[src/rtl/net_pkg.sv]
// Shared ring-packet field layout, route codes and router FSM states.
// The helper route_of turns dest/TTL into a port choice relative to a node ID.
package net_pkg;
  localparam int DEST_HI   = 31;
  localparam int DEST_LO   = 28;
  localparam int SRC_HI    = 27;
  localparam int SRC_LO    = 24;
  localparam int TTL_HI    = 23;
  localparam int TTL_LO    = 20;
  localparam int ID_W      = 4;
  localparam int RING_SIZE = 16;

  typedef enum logic [1:0] {ROUTE_SELF, ROUTE_LEFT, ROUTE_RIGHT, ROUTE_DROP} route_t;
  typedef enum logic {ST_IDLE, ST_HOLD} state_t;

  // Distance wraps modulo the 16-node ring; half the ring (d<=8) goes right.
  function automatic route_t route_of(input logic [ID_W-1:0] dest,
                                      input logic [3:0]      ttl,
                                      input logic [ID_W-1:0] nid);
    logic [ID_W-1:0] d;
    d = dest - nid;
    if (d == '0)        return ROUTE_SELF;
    else if (ttl == '0) return ROUTE_DROP;
    else if (d <= 4'd8) return ROUTE_RIGHT;
    else                return ROUTE_LEFT;
  endfunction
endpackage

[src/rtl/sync_fifo.sv]
// Show-ahead synchronous FIFO: dout always presents the head entry.
// Extra pointer MSB distinguishes full from empty; writes when full are ignored.
module sync_fifo #(
  parameter int width = 32,
  parameter int depth = 8
) (
  input  logic             clk,
  input  logic             reset_n,
  input  logic             wr,
  input  logic [width-1:0] din,
  input  logic             rd,
  output logic [width-1:0] dout,
  output logic             full,
  output logic             empty
);
  localparam int AW = $clog2(depth);

  logic [width-1:0] mem [depth];
  logic [AW:0]      wp, rp;

  always_ff @(posedge clk or negedge reset_n) begin
    if (!reset_n) begin
      wp <= '0;
      rp <= '0;
    end else begin
      if (wr && !full) wp <= wp + (AW+1)'(1);
      if (rd && !empty) rp <= rp + (AW+1)'(1);
    end
  end

  always_ff @(posedge clk) begin
    if (wr && !full) mem[wp[AW-1:0]] <= din;
  end

  assign dout  = mem[rp[AW-1:0]];
  assign empty = (wp == rp);
  assign full  = (wp[AW] != rp[AW]) && (wp[AW-1:0] == rp[AW-1:0]);
endmodule

[src/rtl/ring_node_router.sv]
// Per-node ring router: buffers strobed packets and dispatches each to self/left/right.
// One packet held per output until its ready; full-FIFO and expired-TTL drops are counted.
module ring_node_router import net_pkg::*; #(
  parameter int              width   = 32,
  parameter int              depth   = 8,
  parameter logic [ID_W-1:0] node_id = 4'd0
) (
  input  logic             clk,
  input  logic             reset_n,
  input  logic             wr_en,
  input  logic [width-1:0] in_pkt,
  input  logic [1:0]       in_src,
  output logic [width-1:0] out_left,
  output logic [width-1:0] out_right,
  output logic [width-1:0] out_self,
  output logic             valid_left,
  output logic             valid_right,
  output logic             valid_self,
  input  logic             ready_left,
  input  logic             ready_right,
  input  logic             ready_self,
  output logic [7:0]       drop_full_cnt,
  output logic [7:0]       drop_ttl_cnt
);
  logic             full, empty, pop, active_rdy;
  logic [width-1:0] head, fwd;
  route_t           rt, active;
  state_t           state, next_state;

  sync_fifo #(.width(width), .depth(depth)) u_fifo (
    .clk     (clk),
    .reset_n (reset_n),
    .wr      (wr_en && !full),
    .din     (in_pkt),
    .rd      (pop),
    .dout    (head),
    .full    (full),
    .empty   (empty)
  );

  always_comb begin
    rt  = route_of(head[DEST_HI:DEST_LO], head[TTL_HI:TTL_LO], node_id);
    fwd = head;
    if (rt != ROUTE_SELF) fwd[TTL_HI:TTL_LO] = head[TTL_HI:TTL_LO] - 4'd1;

    case (active)
      ROUTE_LEFT:  active_rdy = ready_left;
      ROUTE_RIGHT: active_rdy = ready_right;
      default:     active_rdy = ready_self;
    endcase

    pop        = 1'b0;
    next_state = state;
    case (state)
      ST_IDLE: begin
        if (!empty) begin
          pop        = 1'b1;
          next_state = (rt == ROUTE_DROP) ? ST_IDLE : ST_HOLD;
        end
      end
      ST_HOLD: begin
        if (active_rdy) begin
          pop        = !empty;
          next_state = (!empty && rt != ROUTE_DROP) ? ST_HOLD : ST_IDLE;
        end
      end
      default: next_state = ST_IDLE;
    endcase
  end

  always_ff @(posedge clk or negedge reset_n) begin
    if (!reset_n) begin
      state         <= ST_IDLE;
      active        <= ROUTE_SELF;
      valid_left    <= 1'b0;
      valid_right   <= 1'b0;
      valid_self    <= 1'b0;
      out_left      <= '0;
      out_right     <= '0;
      out_self      <= '0;
      drop_full_cnt <= '0;
      drop_ttl_cnt  <= '0;
    end else begin
      state <= next_state;
      if (state == ST_HOLD && active_rdy) begin
        valid_left  <= 1'b0;
        valid_right <= 1'b0;
        valid_self  <= 1'b0;
      end
      if (pop) begin
        if (rt != ROUTE_DROP) active <= rt;
        case (rt)
          ROUTE_SELF:  begin out_self  <= fwd; valid_self  <= 1'b1; end
          ROUTE_LEFT:  begin out_left  <= fwd; valid_left  <= 1'b1; end
          ROUTE_RIGHT: begin out_right <= fwd; valid_right <= 1'b1; end
          default: if (drop_ttl_cnt != 8'hFF) drop_ttl_cnt <= drop_ttl_cnt + 8'd1;
        endcase
      end
      // Full is the registered state: a same-edge pop does not make room.
      if (wr_en && full && drop_full_cnt != 8'hFF) drop_full_cnt <= drop_full_cnt + 8'd1;
    end
  end
endmodule

[config.mk]
export PLATFORM = sky130hd
export DESIGN_NAME = ring_node_router
export DESIGN_NICKNAME = d
export VERILOG_FILES = /design/src/rtl/net_pkg.sv /design/src/rtl/sync_fifo.sv /design/src/rtl/ring_node_router.sv
export SDC_FILE = /design/constraint.sdc
export NUM_CORES = 1
export LEC_CHECK = 0
export ABC_CLOCK_PERIOD_IN_PS = 6500
export BUFFER_PORTS_ARGS = -buffer_cell sky130_fd_sc_hd__buf_2
export CORE_MARGIN = 3
export CORE_UTILIZATION = 63
export DETAILED_ROUTE_END_ITERATION = 12
export PLACE_DENSITY = 0.95
export SLEW_MARGIN = 20
export SYNTH_ARGS = -nofsm -noshare
export SYNTH_HDL_FRONTEND = slang
export SYNTH_SLANG_ARGS = --single-unit
export TNS_END_PERCENT = 5
[constraint.sdc]
create_clock -name clk -period 6.5 [get_ports clk]
set_input_delay 0 -clock clk [delete_from_list [all_inputs] [get_ports clk]]
set_output_delay 0 -clock clk [all_outputs]
set_load 0.01 [all_outputs]
== Word-level counts from Yosys, hierarchy flattened ==
Memory sizes are Yosys's and may differ from the RTL's.
Index checks and enable logic that the tools add are counted.

* Register bits: 126
* Bits in writable memories: 256
* Output and inout port bits: 115
* Word-level logic and storage cells: 76
* Memories kept: 1

* Add/sub/neg operators: 5
* $lt $le $gt $ge: 1
* Eq/ne operators: 11
* Multiplexer cells: 24
* Bitwise gates (word level): 2
* Reduce and logical (&&, ||, !) cells: 20

{| class="wikitable"
|+ Memory list
! memory !! depth !! bits a word !! rd ports !! clocked after Yosys merged registers in !! wr ports !! line !! source
|-
| u_fifo.mem || 8 || 32 || 1 || 0 || 1 || sync_fifo.sv:18 || <nowiki>logic [width-1:0] mem [depth];</nowiki>
|}

{| class="wikitable"
|+ Operator list
! cell !! count
|-
| 1-bit two-way mux || 17
|-
| 8-bit by 1-bit adder with 8-bit output (second input constant) || 2
|-
| 8-bit != test (second input constant) || 2
|-
| 4-bit by 1-bit adder with 4-bit output (second input constant) || 2
|-
| 1-bit logical AND || 8
|-
| 4-bit logical NOT || 2
|-
| 2-bit AND reduction || 4
|-
| 2-bit == test (second input constant) || 3
|-
| 2-bit two-way mux || 3
|-
| 1-bit one-hot mux with 2 select lines || 3
|-
| 2-bit by 1-bit == test with 1-bit output (second input constant) || 2
|-
| 4-bit == test || 1
|-
| 4-bit <= comparator (second input constant) || 1
|-
| 4-bit two-way mux || 1
|-
| 4-bit by 1-bit subtractor with 4-bit output (second input constant) || 1
|-
| 3-bit == test || 1
|-
| 3-bit AND reduction || 1
|-
| 3-bit OR reduction || 1
|-
| 1-bit logical NOT || 2
|-
| 2-bit logical NOT || 1
|-
| 2-bit != test (second input constant) || 1
|-
| 1-bit NOT || 2
|-
| 2-bit nonzero test || 1
|-
| 1-bit != test || 1
|}

== Logic depth before layout (Yosys ltp) ==
Gate-level depths: netlist of run 1.
An unclocked memory read counts as a cell.

* Depth after elaboration: 10
* Mapped depth: 11
* Depth with buffers taken out: 8

== Cells and area by module ==
A second synthesis of run 1 with hierarchy kept.

* Cell total of the unflattened synthesis: 749
* Area, all modules: 15,142.0 sq um

{| class="wikitable"
|+ By module, submodules not included
! module !! instances !! cells an instance !! area each (sq um) !! sequential area each (sq um)
|-
| sync_fifo || 1 || 430 || 10,377.5 || 7,887.6
|-
| ring_node_router || 1 || 319 || 4,764.6 || 2,952.8
|}

== Worst setup path after synthesis of run 1 ==
OpenSTA, ideal clock, no wires.

* Path kind: register to register
* Start point: register u_fifo.rp[0]
* End point: memory u_fifo.mem[0][0] (enable)
* Library setup time: 0.461 ns
* Arrival time: 3.284 ns
* Data required time: 6.039 ns
* Slack: 2.755 ns
* Stages on the path, launching flop included: 7
* Period minus slack after synthesis: 3.745 ns
* Cell sequence: dfrtp_1 buf_2 xnor2_1 nand4_1 and2_1 nand2b_1 nor3_1

* Cells in the longest elaborated chain, start to end: 7

{| class="wikitable"
|+ RTL lines
! item !! line !! source
|-
| start, declared || sync_fifo.sv:19 || <nowiki>logic [AW:0] wp, rp;</nowiki>
|-
| start signal, assigned || sync_fifo.sv:27 || <nowiki>if (rd && !empty) rp <= rp + (AW+1)'(1);</nowiki>
|-
| 3-bit == test * || sync_fifo.sv:37 || <nowiki>assign full = (wp[AW] != rp[AW]) && (wp[AW-1:0] == rp[AW-1:0]);</nowiki>
|-
| 1-bit logical AND * || sync_fifo.sv:37 ||
|-
| 1-bit logical NOT * || sync_fifo.sv:32, ring_node_router.sv:33 ||
|-
| 1-bit logical AND || ring_node_router.sv:33 || <nowiki>.wr (wr_en && !full),</nowiki>
|-
| 1-bit logical AND * || sync_fifo.sv:32 || <nowiki>if (wr && !full) mem[wp[AW-1:0]] <= din;</nowiki>
|-
| 1-bit two-way mux * || sync_fifo.sv:32 ||
|-
| 1-bit two-way mux (not written as such) * || sync_fifo.sv:32 ||
|-
| end, declared || sync_fifo.sv:18 ||
|}

Mark *: on every way between the ends. The rest lies on a longest branch, timed or not.

== Worst setup path in the final report of run 1 ==
* Start point: register u_fifo.rp[1]
* End point: register out_right[1]

* Cells in the longest elaborated chain, start to end: 7
* Elaborated cells on any way between the ends: 14

{| class="wikitable"
|+ RTL lines
! item !! line !! source
|-
| memory read 8 x 32 bit || -- ||
|-
| 4-bit <= comparator || net_pkg.sv:24 || <nowiki>else if (d <= 4'd8) return ROUTE_RIGHT;</nowiki>
|-
| 2-bit two-way mux || net_pkg.sv:24 ||
|-
| 2-bit two-way mux || net_pkg.sv:23 || <nowiki>else if (ttl == '0) return ROUTE_DROP;</nowiki>
|-
| 2-bit two-way mux || net_pkg.sv:22 || <nowiki>if (d == '0) return ROUTE_SELF;</nowiki>
|-
| 2-bit == test || ring_node_router.sv:92 || <nowiki>case (rt)</nowiki>
|-
| 2-bit AND reduction (no source line) || -- ||
|-
| end signal, assigned || ring_node_router.sv:79 || <nowiki>out_right <= '0;</nowiki>
|-
| end signal, assigned || ring_node_router.sv:95 || <nowiki>ROUTE_RIGHT: begin out_right <= fwd; valid_right <= 1'b1; end</nowiki>
|-
| end, declared || ring_node_router.sv:14 || <nowiki>output logic [width-1:0] out_right,</nowiki>
|}

Parallel ways exist; a longest one is shown, timed or not.
A chain may end at the register's enable or synchronous reset.

==> impl_metrics.py, run 1 <==
metrics = {
    "final_layout": {
        "multi_input_area_mm2": 0.00384,
        "drive_gt1_frac": 0.400,
        "syn_to_final_growth_pct": 18.1,
        "fill_cells": 1179,
        "regArea_mm2": 0.0108,
        "nets": 1007,
    },
    "detailed_routing": {
        "wirelength_um": 32500,
        "highest_layer": "met4",
        "dr_wl_met2_um": 16600,
        "wl_met3_um": 2560,
        "ant_nets": 0,
        "drc": 0,
        "dr.pass1.iters": 5,
        "wl_met1_um": 12200,
        "drtIter0Drc": 794,
        "routedWlPerCell_um": 25.0,
        "routed_via_density": 6.13,
        "routed-via-count": 7975,
    },
    "setup_path": {
        "crit_arrival_ps": 4650,
        "startpoint_type": "register",
        "cp.required_ps": 6910,
        "end_kind": "register",
        "cp_max_fo": 73,
        "path_class": "reg2reg",
    },
    "timing": {
        "min_period_ps": 4240,
        "setup_slack_ps": 2260,
        "tightest_slew_ps": 1090,
        "setup_viol": 0,
        "report.final.slew_viol_count": 0,
        "hold_viol": 0,
        "holdWs_ps": 59.5,
        "fmax_mhz": 236,
        "grt_setup_unrepaired": "false",
        "min_period_over_period": 0.652,
        "fin_skew_ps": 26.6,
        "relSlewSlack": 0.270,
        "tns_ps": 0,
    },
    "die": {
        "dieArea_mm2": 0.0254,
        "start_util": 0.647,
        "rows": 55,
        "core_mm2": 0.0229,
        "io_pins": 155,
        "dieHeight_um": 159,
        "die_x_um": 159,
    },
    "power_and_ir_drop": {
        "power_frac_seq": 0.417,
        "total_power_mw": 8.87,
        "leakage_nw": 6.66,
        "p_comb_frac": 0.353,
        "peakVddDrop_mv": 0.340,
        "p_sw_frac": 0.331,
        "p_clk_frac": 0.230,
        "netSwitchingPower_mw": 2.94,
        "p_int_mw": 5.93,
        "power_density_mw_per_mm2": 507,
    },
    "run_status": {
        "status": "finished, final reports clean",
    },
    "synth": {
        "yosysTopAreaCellShare": 0.518,
        "netlist_top_cells_count": "256 x edfxtp_1, 126 x dfrtp_1, 95 x mux2_2",
        "synth_edf_count": 256,
        "syn_avg_cell_area_um2": 19.8,
        "yosys_warnings": 0,
        "synth_cells": 749,
        "yosysSeqAreaShare": 0.731,
        "ys.flop_type": "edfxtp_1",
        "synthTopCellsByArea": "edfxtp_1 52%, dfrtp_1 21%, mux4_2 9.7%, mux2_2 7.2%, mux2_1 1.7%",
        "syn-cell-area_mm2": 0.0148,
        "synth_nets": 797,
        "async_flop_share": 0.330,
        "yosysMostFrequentCell": "edfxtp_1",
        "synth_top_area_cell": "edfxtp_1",
        "synth_seq_cells": 382,
        "post_synth_num_cell_types": 49,
    },
    "placed_design": {
        "dpl.hpwl_um": 18200,
        "io_buffers": 152,
        "preCtsSetupSlack_ps": 2340,
        "place.gp.congestion": 0.775,
    },
    "clock_tree": {
        "cts_root_buffer": "clkbuf_16",
        "clockBufferDepth": 3,
        "clk_latency_ps": 530,
        "clock-sinks": 382,
        "cts_tree": "built",
        "clkTransAtPathRegs_ps": 60,
        "ctsResizeCount": 0,
        "htree_levels": 2,
        "cts_buffers": 37,
        "holdBufCountCts": 35,
        "postCtsSetupRepairBufs": 0,
    },
    "grt": {
        "grt_pass1_wl_um": 49800,
        "grt_use_total": 0.259,
        "grt_pass1_vias": 8498,
        "grt_max_degree": 74,
        "antenna_found_initial": 3,
        "grt_overflow_total": 0,
    },
    "min_path": {
        "min_path_type": "in2reg",
    },
    "flow_run": {
        "max-cap-violations": 0,
    },
}
[placed cells by master (no fill, tap or decap), types with 3 or more instances in the layout]
| master | netlist | layout |
|---|---|---|
| mux2i_1 | 10 | 10 |
| nand3_1 | 5 | 5 |
| nand2b_1 | 6 | 6 |
| clkinv_2 | 0 | 3 |
| mux2_1 | 22 | 22 |
| buf_2 | 10 | 151 |
| diode_2 | 0 | 3 |
| xnor2_1 | 12 | 12 |
| nand2_1 | 13 | 13 |
| nor2b_1 | 4 | 4 |
| ha_1 | 8 | 8 |
| nand4_1 | 10 | 10 |
| nor2_4 | 0 | 6 |
| edfxtp_1 | 256 | 256 |
| mux2_2 | 95 | 95 |
| a21o_1 | 4 | 4 |
| mux4_2 | 64 | 64 |
| inv_1 | 10 | 10 |
| nor2_1 | 20 | 14 |
| xor2_1 | 13 | 13 |
| clkinv_1 | 0 | 7 |
| clkbuf_1 | 7 | 10 |
| nor3_1 | 8 | 6 |
| dlygate4sd3_1 | 0 | 35 |
| dfrtp_1 | 126 | 123 |
| clkbuf_16 | 0 | 38 |
| buf_4 | 4 | 16 |
| and3_1 | 3 | 3 |
[power groups by stage]
stage                     Clock [mW]  Combinational, mW  Sequential, mW
after floorplan                    0               2.08            3.67
after global placement             0               2.93            3.67
after detailed placement           0               3.06            3.72
after CTS                       2.07               3.14            3.70
after global routing            2.16               3.33            3.77
final                           2.04               3.14            3.70
[path summary, 6_finish.rpt]
path,start,endpoint,slack [ps],cells past startpoint
worst max-delay path,u_fifo.rp[1]$_DFFE_PN0P_,out_right[1]$_DFFE_PN0P_,2260,7
worst min-delay path,ready_right,valid_left$_DFF_PN0_,60,6
worst max register to register,u_fifo.rp[1]$_DFFE_PN0P_,out_right[1]$_DFFE_PN0P_,2260,7
worst min register to register,out_left[31]$_DFFE_PN0P_,out_left[31]$_DFFE_PN0P_,480,1
max in group asynchronous,reset_n,u_fifo.rp[1]$_DFFE_PN0P_,5110,3
min in group asynchronous,reset_n,out_right[20]$_DFFE_PN0P_,80,2
[routing by layer]
layer  track usage  up-vias
li1              -     3358
met5             0        -
met3        0.0531       81
met2         0.444      452
met1         0.332     4084
met4        0.0999        0
[stage by stage]
stage          utilization  area [um^2]  cells
2_1_floorplan            -        14800    749
3_3_place_gp         0.698        16000   1198
3_5_place_dp         0.698        16000   1198
4_1_cts              0.764        17500   1298
5_1_grt              0.764        17500   1301
6_report             0.764        17500   1301
[cell families (layout without fill, tap and decap cells)]
logic type	Yosys count	count (layout)	synth area share
xor+xnor	25	25	0.0148
flops	382	382	0.731
other cells	0	3	0
mux	191	191	0.193
fa+ha+maj	8	8	0.00675
buf+inv	43	279	0.0148
compound gates	22	22	0.0122
simple gates	78	78	0.0280
[worst max-delay path: stages (launching register included)]
cell and delay (ps):
dfrtp_4 1110, mux4_2 620, mux2_2 330, a211oi_4 250
nand3_1 210, a21oi_4 700, buf_4 420, mux2_2 380
[area by class of cell]
type	count	share of cell area
flip-flops and latches	382	0.619
multi-input cells	324	0.219
repair buffers	203	0.0707
clock buffers	50	0.0580
well taps	313	0.0224
clock inverters	15	0.00764
inverters	11	0.00236
diodes	3	0.000429
[state kept, by name, indices dropped and copies added, names as in the netlist]
| name | flops |
|---|---|
| out_self | 32 |
| drop_full_cnt | 8 |
| drop_ttl_cnt | 8 |
| u_fifo.rp | 4 |
| valid_self | 1 |
| out_left | 32 |
| valid_right | 1 |
| state | 1 |
| active | 2 |
| u_fifo.mem | 256 |
| u_fifo.wp | 4 |
| out_right | 32 |
| valid_left | 1 |
(Power assumes the default switching activity.)
==> run 2: changes to the inputs <==
--- a/config.mk
+++ b/config.mk
@@ -5,12 +5,12 @@
 export SDC_FILE = /design/constraint.sdc
 export NUM_CORES = 1
 export LEC_CHECK = 0
-export ABC_CLOCK_PERIOD_IN_PS = 6500
+export ABC_CLOCK_PERIOD_IN_PS = 3500
 export BUFFER_PORTS_ARGS = -buffer_cell sky130_fd_sc_hd__buf_2
 export CORE_MARGIN = 3
-export CORE_UTILIZATION = 63
+export CORE_UTILIZATION = 53
 export DETAILED_ROUTE_END_ITERATION = 12
-export PLACE_DENSITY = 0.95
+export PLACE_DENSITY = 0.87
 export SLEW_MARGIN = 20
 export SYNTH_ARGS = -nofsm -noshare
 export SYNTH_HDL_FRONTEND = slang
==> constraint.sdc (replaced) <==
create_clock -name clk -period 3.5 [get_ports clk]
set_input_delay 0 -clock clk [delete_from_list [all_inputs] [get_ports clk]]
set_output_delay 0 -clock clk [all_outputs]
set_load 0.01 [all_outputs]
==> run 2 against run 1 <==
Effect of this change: hold slack better by 6.4 ps; wire length decreased by 4.9%; clock power rose by 91%; count of clock-buffer cells in the layout grew 8; core utilization is 11 points lower; critical path depth unchanged; fmax is 37% higher; critical path type unchanged.
==> impl_metrics.py, run 2 (synthesized netlist as in run 1, its figures left out) <==
metrics = {
    "run_status": {
        "status": "finished, final reports clean",
    },
    "setup_path": {
        "crit_buf_inv": 1,
        "crit_chain": "mux4_2 > mux2_2 > a211oi_4 > nand2_2 > nor4_4 > buf_4 > mux2_1",
        "path_delay_family": "multiplexers",
        "crit_arrival_ps": 3480,
        "critPathSlowestCell": "dfrtp_4",
        "end_kind": "register",
        "startpoint_type": "register",
        "reg2regPathDepth": 7,
        "worstReg2RegStart": "u_fifo.rp[1]$_DFFE_PN0P_",
        "rrSetupSlack_ps": 410,
        "reg2reg_to": "out_self[19]$_DFFE_PN0P_",
        "path_class": "reg2reg",
        "cp_max_fo": 24,
        "cp.required_ps": 3890,
        "cp.depth": 7,
        "slowest_delay_ps": 690,
    },
    "grt": {
        "antenna_found_initial": 1,
        "grt_pass1_wl_um": 48400,
        "grt_pass1_vias": 8387,
        "grt_overflow_total": 0,
        "grt_use_total": 0.208,
        "grt_max_degree": 85,
    },
    "timing": {
        "min_period_ps": 3090,
        "hold_viol": 0,
        "min_period_over_period": 0.884,
        "setup_viol": 0,
        "relSlewSlack": 0.456,
        "report.final.slew_viol_count": 0,
        "grt_setup_unrepaired": "false",
        "holdWs_ps": 65.8,
        "tns_ps": 0,
        "tightest_slew_ps": 815,
        "fmax_mhz": 323,
        "fin_skew_ps": 24.7,
    },
    "final_layout": {
        "fin_cells": 1381,
        "final_cell_mix": "256 x edfxtp_1, 151 x buf_2, 123 x dfrtp_1",
        "drive_gt1_frac": 0.416,
        "nets": 1027,
        "fill_cells": 1793,
        "syn_to_final_growth_pct": 20.3,
        "largest_reg_flops": 256,
        "final_common_cell": "edfxtp_1",
    },
    "clock_tree": {
        "cts_tree": "built",
        "clock-sinks": 382,
        "holdBufCountCts": 35,
        "clk_latency_ps": 530,
        "htree_levels": 2,
        "cts_root_buffer": "clkbuf_16",
        "postCtsSetupRepairBufs": 0,
        "clkTransAtPathRegs_ps": 60,
        "ctsResizeCount": 0,
        "cts_buffers": 37,
        "clockBufferDepth": 3,
    },
    "die": {
        "start_util": 0.544,
        "dieArea_mm2": 0.0300,
        "core_mm2": 0.0273,
        "die_x_um": 173,
        "dieHeight_um": 173,
        "rows": 60,
        "io_pins": 155,
    },
    "detailed_routing": {
        "dr_wl_met2_um": 15800,
        "routedWlPerCell_um": 22.4,
        "wl_met1_um": 12600,
        "routed_via_density": 5.64,
        "wirelength_um": 30900,
        "drc": 0,
        "wl_met3_um": 1850,
        "routed-via-count": 7785,
        "ant_nets": 0,
        "drtIter0Drc": 558,
        "dr.pass1.iters": 4,
        "highest_layer": "met4",
    },
    "power_and_ir_drop": {
        "total_power_mw": 16.7,
        "peakVddDrop_mv": 0.605,
        "leakage_nw": 6.81,
        "power_density_mw_per_mm2": 933,
    },
    "placed_design": {
        "io_buffers": 152,
        "dpl.hpwl_um": 18600,
        "placed_cells_incl_taps": 1277,
        "place.gp.congestion": 0.750,
    },
    "flow_run": {
        "max-cap-violations": 0,
    },
    "min_path": {
        "min_path_type": "in2reg",
        "hold_end": "valid_left$_DFF_PN0_",
        "min-delay-start": "ready_right",
        "worstHoldPathCells": 6,
    },
}
-- run 2: cell types whose count changed in the layout (fill, tap and decap cells not counted), moves of 2 or more --
cell and delta:
clkbuf_1 +3, diode_2 -2, buf_4 +16, clkinv_1 -5
buf_12 +4, clkbuf_8 +4
-- run 2: stage by stage --
step                      setup WS (ps)  instance area (um^2)  utilization
after floorplan                    -243                 14800            -
after global placement              520                 16300        0.598
after detailed placement            406                 16300        0.598
after CTS                           369                 17800        0.655
after global routing                224                 17800        0.655
final                               407                 17800        0.655
-- run 2: cell type report --
cell class | instances | area, um^2 | area share
Sequential cell | 382 | 10800 | 0.608
Timing Repair Buffer | 223 | 1440 | 0.0805
Inverter | 11 | 41.3 | 0.00231
Tap cell | 372 | 465 | 0.0261
Clock buffer | 58 | 1110 | 0.0620
Multi-Input combinational cell | 324 | 3840 | 0.215
Antenna cell | 1 | 2.50 | 0.000140
Clock inverter | 10 | 101 | 0.00568
-- run 2: tightest hold or removal path, delay by kind of cell --
kind / cells / cell delay (ps)
AO/OA/AOI/OAI: 2 / 250
AND/OR/NAND/NOR: 3 / 230
buffers and inverters: 1 / 80
-- run 2: worst max path at each step --
stage	start	to	slack [ps]
2_1_floorplan	u_fifo.rp[0]$_DFFE_PN0P_	u_fifo.mem[4][0]$_DFFE_PP_	-240
3_3_place_gp	u_fifo.rp[1]$_DFFE_PN0P_	out_self[0]$_DFFE_PN0P_	520
3_5_place_dp	u_fifo.rp[1]$_DFFE_PN0P_	out_self[19]$_DFFE_PN0P_	410
4_1_cts	u_fifo.rp[1]$_DFFE_PN0P_	out_self[19]$_DFFE_PN0P_	370
5_1_grt	u_fifo.rp[2]$_DFFE_PN0P_	out_self[19]$_DFFE_PN0P_	220
6_report	u_fifo.rp[1]$_DFFE_PN0P_	out_self[19]$_DFFE_PN0P_	410
-- run 2: power by group --
group | switching (mW) | internal (mW) | total (mW) | leakage (nW)
clock | 1.63 | 2.27 | 3.89 | 0.589
combinational | 3.07 | 2.97 | 6.03 | 2.38
sequential | 0.700 | 6.03 | 6.73 | 3.85
total | 5.39 | 11.3 | 16.7 | 6.81
-- run 2: metal layers --
metal  vias to the layer above  global-route usage
li1                       3397                   -
met1                      4042               0.275
met2                       288               0.360
met3                        58              0.0337
met4                         0              0.0618
met5                         -                   0
